==> config.mk <==
export PLATFORM = sky130hd
export DESIGN_NAME = state_mux_reg
export DESIGN_NICKNAME = d
export VERILOG_FILES = /design/src/rtl/state_mux_reg.sv
export SDC_FILE = /design/constraint.sdc
export NUM_CORES = 1
export LEC_CHECK = 0
export BUFFER_PORTS_ARGS = -buffer_cell sky130_fd_sc_hd__buf_2
export CAP_MARGIN = 10
export CELL_PAD_IN_SITES_DETAIL_PLACEMENT = 1
export CELL_PAD_IN_SITES_GLOBAL_PLACEMENT = 1
export CORE_AREA = 2 2 527 529
export CTS_CLUSTER_DIAMETER = 50
export DETAILED_ROUTE_END_ITERATION = 12
export DIE_AREA = 0 0 529 531
export PLACE_DENSITY_LB_ADDON = 0.1
export SLEW_MARGIN = 5
export SYNTH_ARGS = -nofsm -noshare
export SYNTH_HDL_FRONTEND = slang
export SYNTH_SLANG_ARGS = --single-unit
==> constraint.sdc <==
create_clock -name clock_i -period 3.2 [get_ports clock_i]
set_clock_uncertainty 0.1 [all_clocks]
set_input_delay 0.32 -clock clock_i [delete_from_list [all_inputs] [get_ports clock_i]]
set_output_delay 0.32 -clock clock_i [all_outputs]
set_load 0.02 [all_outputs]
==> src/rtl/state_mux_reg.sv <==
// Registered N-source state multiplexer with optional rate absorb, ahead of the permutation core.
// Fixed-priority or round-robin arbitration; one state buffered behind a valid/ready handshake.
module state_mux_reg #(
  parameter  int WIDTH  = 320,
  parameter  int N_SRC  = 3,
  parameter  int RATE   = 64,
  parameter  int ARB_RR = 0,
  localparam int IDX_W  = (N_SRC > 1) ? $clog2(N_SRC) : 1
) (
  input  logic                   clock_i,
  input  logic                   resetb_i,
  input  logic [N_SRC*WIDTH-1:0] src_state_i,
  input  logic [N_SRC-1:0]       src_valid_i,
  output logic [N_SRC-1:0]       src_ready_o,
  input  logic                   xor_en_i,
  input  logic [RATE-1:0]        xor_data_i,
  input  logic                   flush_i,
  output logic [WIDTH-1:0]       state_o,
  output logic                   state_valid_o,
  input  logic                   state_ready_i,
  output logic [IDX_W-1:0]       grant_o
);

  logic [WIDTH-1:0] r_state;
  logic             r_valid;
  logic [IDX_W-1:0] r_grant;
  logic [IDX_W-1:0] r_ptr;

  logic             w_load_en;
  logic             w_accept;
  logic             w_found;
  logic [IDX_W-1:0] w_winner;
  logic [IDX_W-1:0] w_cand;
  logic [IDX_W-1:0] w_next_ptr;
  logic [N_SRC-1:0] w_ready;
  logic [WIDTH-1:0] w_sel;
  logic [WIDTH-1:0] w_absorb;
  logic [WIDTH-1:0] w_next_state;

  // (base + off) mod N_SRC, with off always below N_SRC
  function automatic logic [IDX_W-1:0] wrap_idx(input logic [IDX_W-1:0] base, input int off);
    int s;
    s = int'(base) + off;
    if (s >= N_SRC) s = s - N_SRC;
    return IDX_W'(s);
  endfunction

  assign w_load_en = !r_valid || state_ready_i;

  always_comb begin
    w_winner = '0;
    w_cand   = '0;
    w_found  = 1'b0;
    for (int i = 0; i < N_SRC; i++) begin
      if (!w_found) begin
        w_cand = (ARB_RR != 0) ? wrap_idx(r_ptr, i) : IDX_W'(i);
        if (src_valid_i[w_cand]) begin
          w_winner = w_cand;
          w_found  = 1'b1;
        end
      end
    end
  end

  always_comb begin
    w_ready = '0;
    if (w_load_en && !flush_i && w_found) w_ready[w_winner] = 1'b1;
  end

  assign w_accept    = |w_ready;
  assign src_ready_o = w_ready;
  assign w_next_ptr  = wrap_idx(w_winner, 1);

  // Absorbed block lands in the most significant RATE bits of the state
  assign w_sel        = src_state_i[int'(w_winner)*WIDTH +: WIDTH];
  assign w_absorb     = xor_en_i ? (WIDTH'(xor_data_i) << (WIDTH - RATE)) : '0;
  assign w_next_state = w_sel ^ w_absorb;

  always_ff @(posedge clock_i or negedge resetb_i) begin
    if (!resetb_i) begin
      r_state <= '0;
      r_valid <= 1'b0;
      r_grant <= '0;
      r_ptr   <= '0;
    end else if (flush_i) begin
      r_valid <= 1'b0;
      r_ptr   <= '0;
    end else if (w_accept) begin
      r_state <= w_next_state;
      r_valid <= 1'b1;
      r_grant <= w_winner;
      r_ptr   <= w_next_ptr;
    end else if (state_ready_i) begin
      r_valid <= 1'b0;
    end
  end

  assign state_o       = r_state;
  assign state_valid_o = r_valid;
  assign grant_o       = r_grant;

endmodule

==> parameters.txt <==
Parameter                              Value

STA
  Setup repair after global routing missed its margin    false
  Minimum hold slack    0.05821 ns
  Transition time of the tightest slew-check pin    0.9080 ns
  # setup viols final    0
  Number of hold-slack violations in the final timing report    0
  Worst relative slew slack    38.82%
  Total negative setup slack    0 ns
  Period Utilization, post-route    92.67%
  Shortest clock period the worst path allows after layout    2.965 ns
  Max frequency    0.3372 GHz
  Count of final max-slew check failures    0
  Final setup margin    0.2346 ns

Floorplanning
  Initial cell density of the core    6.782%
  Die width    529 µm
  Number of top-level design ports    1358
  Core Region    275300 µm²
  Row cnt    193
  Die Height    531 µm
  DIE AREA    280900 µm²

Cells and area
  Fillcell total    32540
  Layout-stage area growth over the synthesis result    105.0%
  Post-layout utilization of the core    13.91%
  Fraction of layout cells with a size suffix above 1    49.14%
  Post-layout net count    4806
  Most used cells in the layout excluding fill and tap cells    sky130_fd_sc_hd__buf_2, sky130_fd_sc_hd__dlygate4sd3_1, sky130_fd_sc_hd__nand2_1, sky130_fd_sc_hd__dfrtp_1
  Leading cell type in the layout, fill and taps excluded    sky130_fd_sc_hd__buf_2

Clocking
  Clk sinks    323
  Number of buffers on the longest clock path    3
  Clock insertion delay at the later pin of the skew report    0.69 ns
  Clock-pin slew reported for the worst setup and hold paths after clock tree synthesis    0.05 ns
  Cell chosen for the clock root    sky130_fd_sc_hd__clkbuf_16
  Post-CTS resize count    0
  CTS H-Tree Depth    3
  Clock buffers created by TritonCTS    92
  Clock tree from TritonCTS    yes

Min path
  Path class of the lowest-slack min-delay path    in -> reg
  Hold depth    4

Drt
  Number of vias in the routed layout    23590
  Vias per Instance    3.155
  Drt drc    0
  Final routed wire length divided by cell count    23.69 µm
  Length of the first detailed-routing pass in iterations    5
  Violation count after the first detailed-route iteration    745
  Routed wire length    177100 µm
  Number of antenna-violating nets in the routed design    0

Power
  Final Power    21.52 mW
  Maximum resistive drop on vdd    0.3986 mV
  Leakage    17.02 nW
  Total power per unit cell area    562.3 nW/µm²

Global route
  Antenna violations before repair    59
  Global-route total usage across every layer    12.14%
  Vias in the first global route    26450
  Wire length of the first global-routing pass    234800 µm
  GRT Residual Overflow    0
  Largest net degree at the start of global routing    99

Setup path
  Type of the worst setup path    in -> reg
  Maximum fanout encountered on the critical timing path    61
  Worst Path Required    3.69 ns
  CP Data Arrival Time    3.46 ns
  Type of destination of the critical path    flip-flop
  Number of cells traversed by the worst register-to-register path    5
  Sort of element at the start of the critical path    input port

Run status
  Outcome    finished clean

Logic synthesis
  Netlist area before placement    18670 µm²
  Sequential fraction of the synthesis area    43.29%
  Number of distinct library cells after synthesis    25
  Post-Synthesis Mean Instance Area    9.594 µm²
  Number of standard cells after synthesis    1946
  Mapped Nets    2978
  Warnings from Yosys    0
  #FFs+latches synth    323

Placement
  Post-Place Setup Slack    0.2337 ns
  Final GP Congestion    0.7665
  Count of input and output buffers    1357
  Dpl hpwl    147000 µm

Job
  MaxCap Viol Count    0
==> power by group <==
part / switching, mW / internal, mW
Clock: 3.18 / 6.56
Sequential: 0.485 / 4.87
Combinational: 3.87 / 2.55
Total: 7.54 / 14.0
==> worst paths after layout <==
check                               end  slack [ns]             start
min reg2reg                  grant_o[0]        0.37        grant_o[0]
max in group asynchronous  state_o[273]        1.92          resetb_i
max                         state_o[70]        0.23    src_valid_i[1]
min                        state_o[107]        0.06  src_state_i[747]
min in group asynchronous   state_o[96]        0.12          resetb_i
max reg2reg                state_o[178]        0.89     state_valid_o
==> routing by layer <==
layer  routed length [µm]  GRT usage (%)  vias up
met2                86300          20.90     1053
met5                  102              0        -
met1                68850          13.56    11380
li1                     -              -    10910
met4                 6230          4.626       18
met3                15640          4.452      237
==> critical path, cell delays in order <==
cell and delay (ns):
sky130_fd_sc_hd__dlygate4sd3_1 0.58, sky130_fd_sc_hd__buf_8 0.20, sky130_fd_sc_hd__buf_12 0.18, sky130_fd_sc_hd__buf_12 0.26, sky130_fd_sc_hd__a22oi_1 0.23, sky130_fd_sc_hd__dlygate4sd3_1 0.58
sky130_fd_sc_hd__o21ai_0 0.08, sky130_fd_sc_hd__dlygate4sd3_1 0.57, sky130_fd_sc_hd__mux2_2 0.26
==> what timing repair did <==
action,CTS,global route
setup endpoints to repair,0,0
setup buffers,0,0
hold buffers,461,0
endpoints found under the hold margin,346,0
==> per-stage QoR <==
stage               cell area (µm²)  instances
detailed placement            30380       6826
floorplan                     18670       1946
global placement              30380       6826
global route                  38260       7470
finish                        38280       7477
CTS                           38230       7457
==> logic make-up after synthesis <==
kind of cell | share of synthesized area (%)
compound gates | 22.08
simple gates | 11.51
flops | 43.29
mux | 15.44
buf+inv | 4.671
xor+xnor | 3.002
==> flip-flops by register name, summed over array words and instances (netlist names) <==
register,count
grant_o,2
state_o,320
state_valid_o,1
==> layout make-up <==
type	count	area (µm²)	area share, %
flip-flops and latches	323	8083	21.11
diodes	20	50.05	0.1307
clock buffers	131	2710	7.080
clock inverters	39	526.8	1.376
multi-input cells	1423	9753	25.48
well taps	3607	4513	11.79
repair buffers	1934	12640	33.03
==> Yosys cell counts (all sizes together) <==
cell type  count  area, µm²
nand2        384       1441
clkbuf       101      380.4
o21ai        320       1602
dfrtp        323       8083
o221ai        64      566.8
nand2b         1      6.260
or3            1      6.260
xnor2         64      560.5
a21o           2      15.01
mux2         256       2883
o21ba          1      10.01
or4b          64      640.6
nor3           2      10.01
a22oi        256       1922
buf           99      491.7
nor2b          3      18.77
nor2           1      3.750
nor3b          3      22.52
o21bai         1      7.510
No activity file was read; power rests on OpenSTA's default activity.
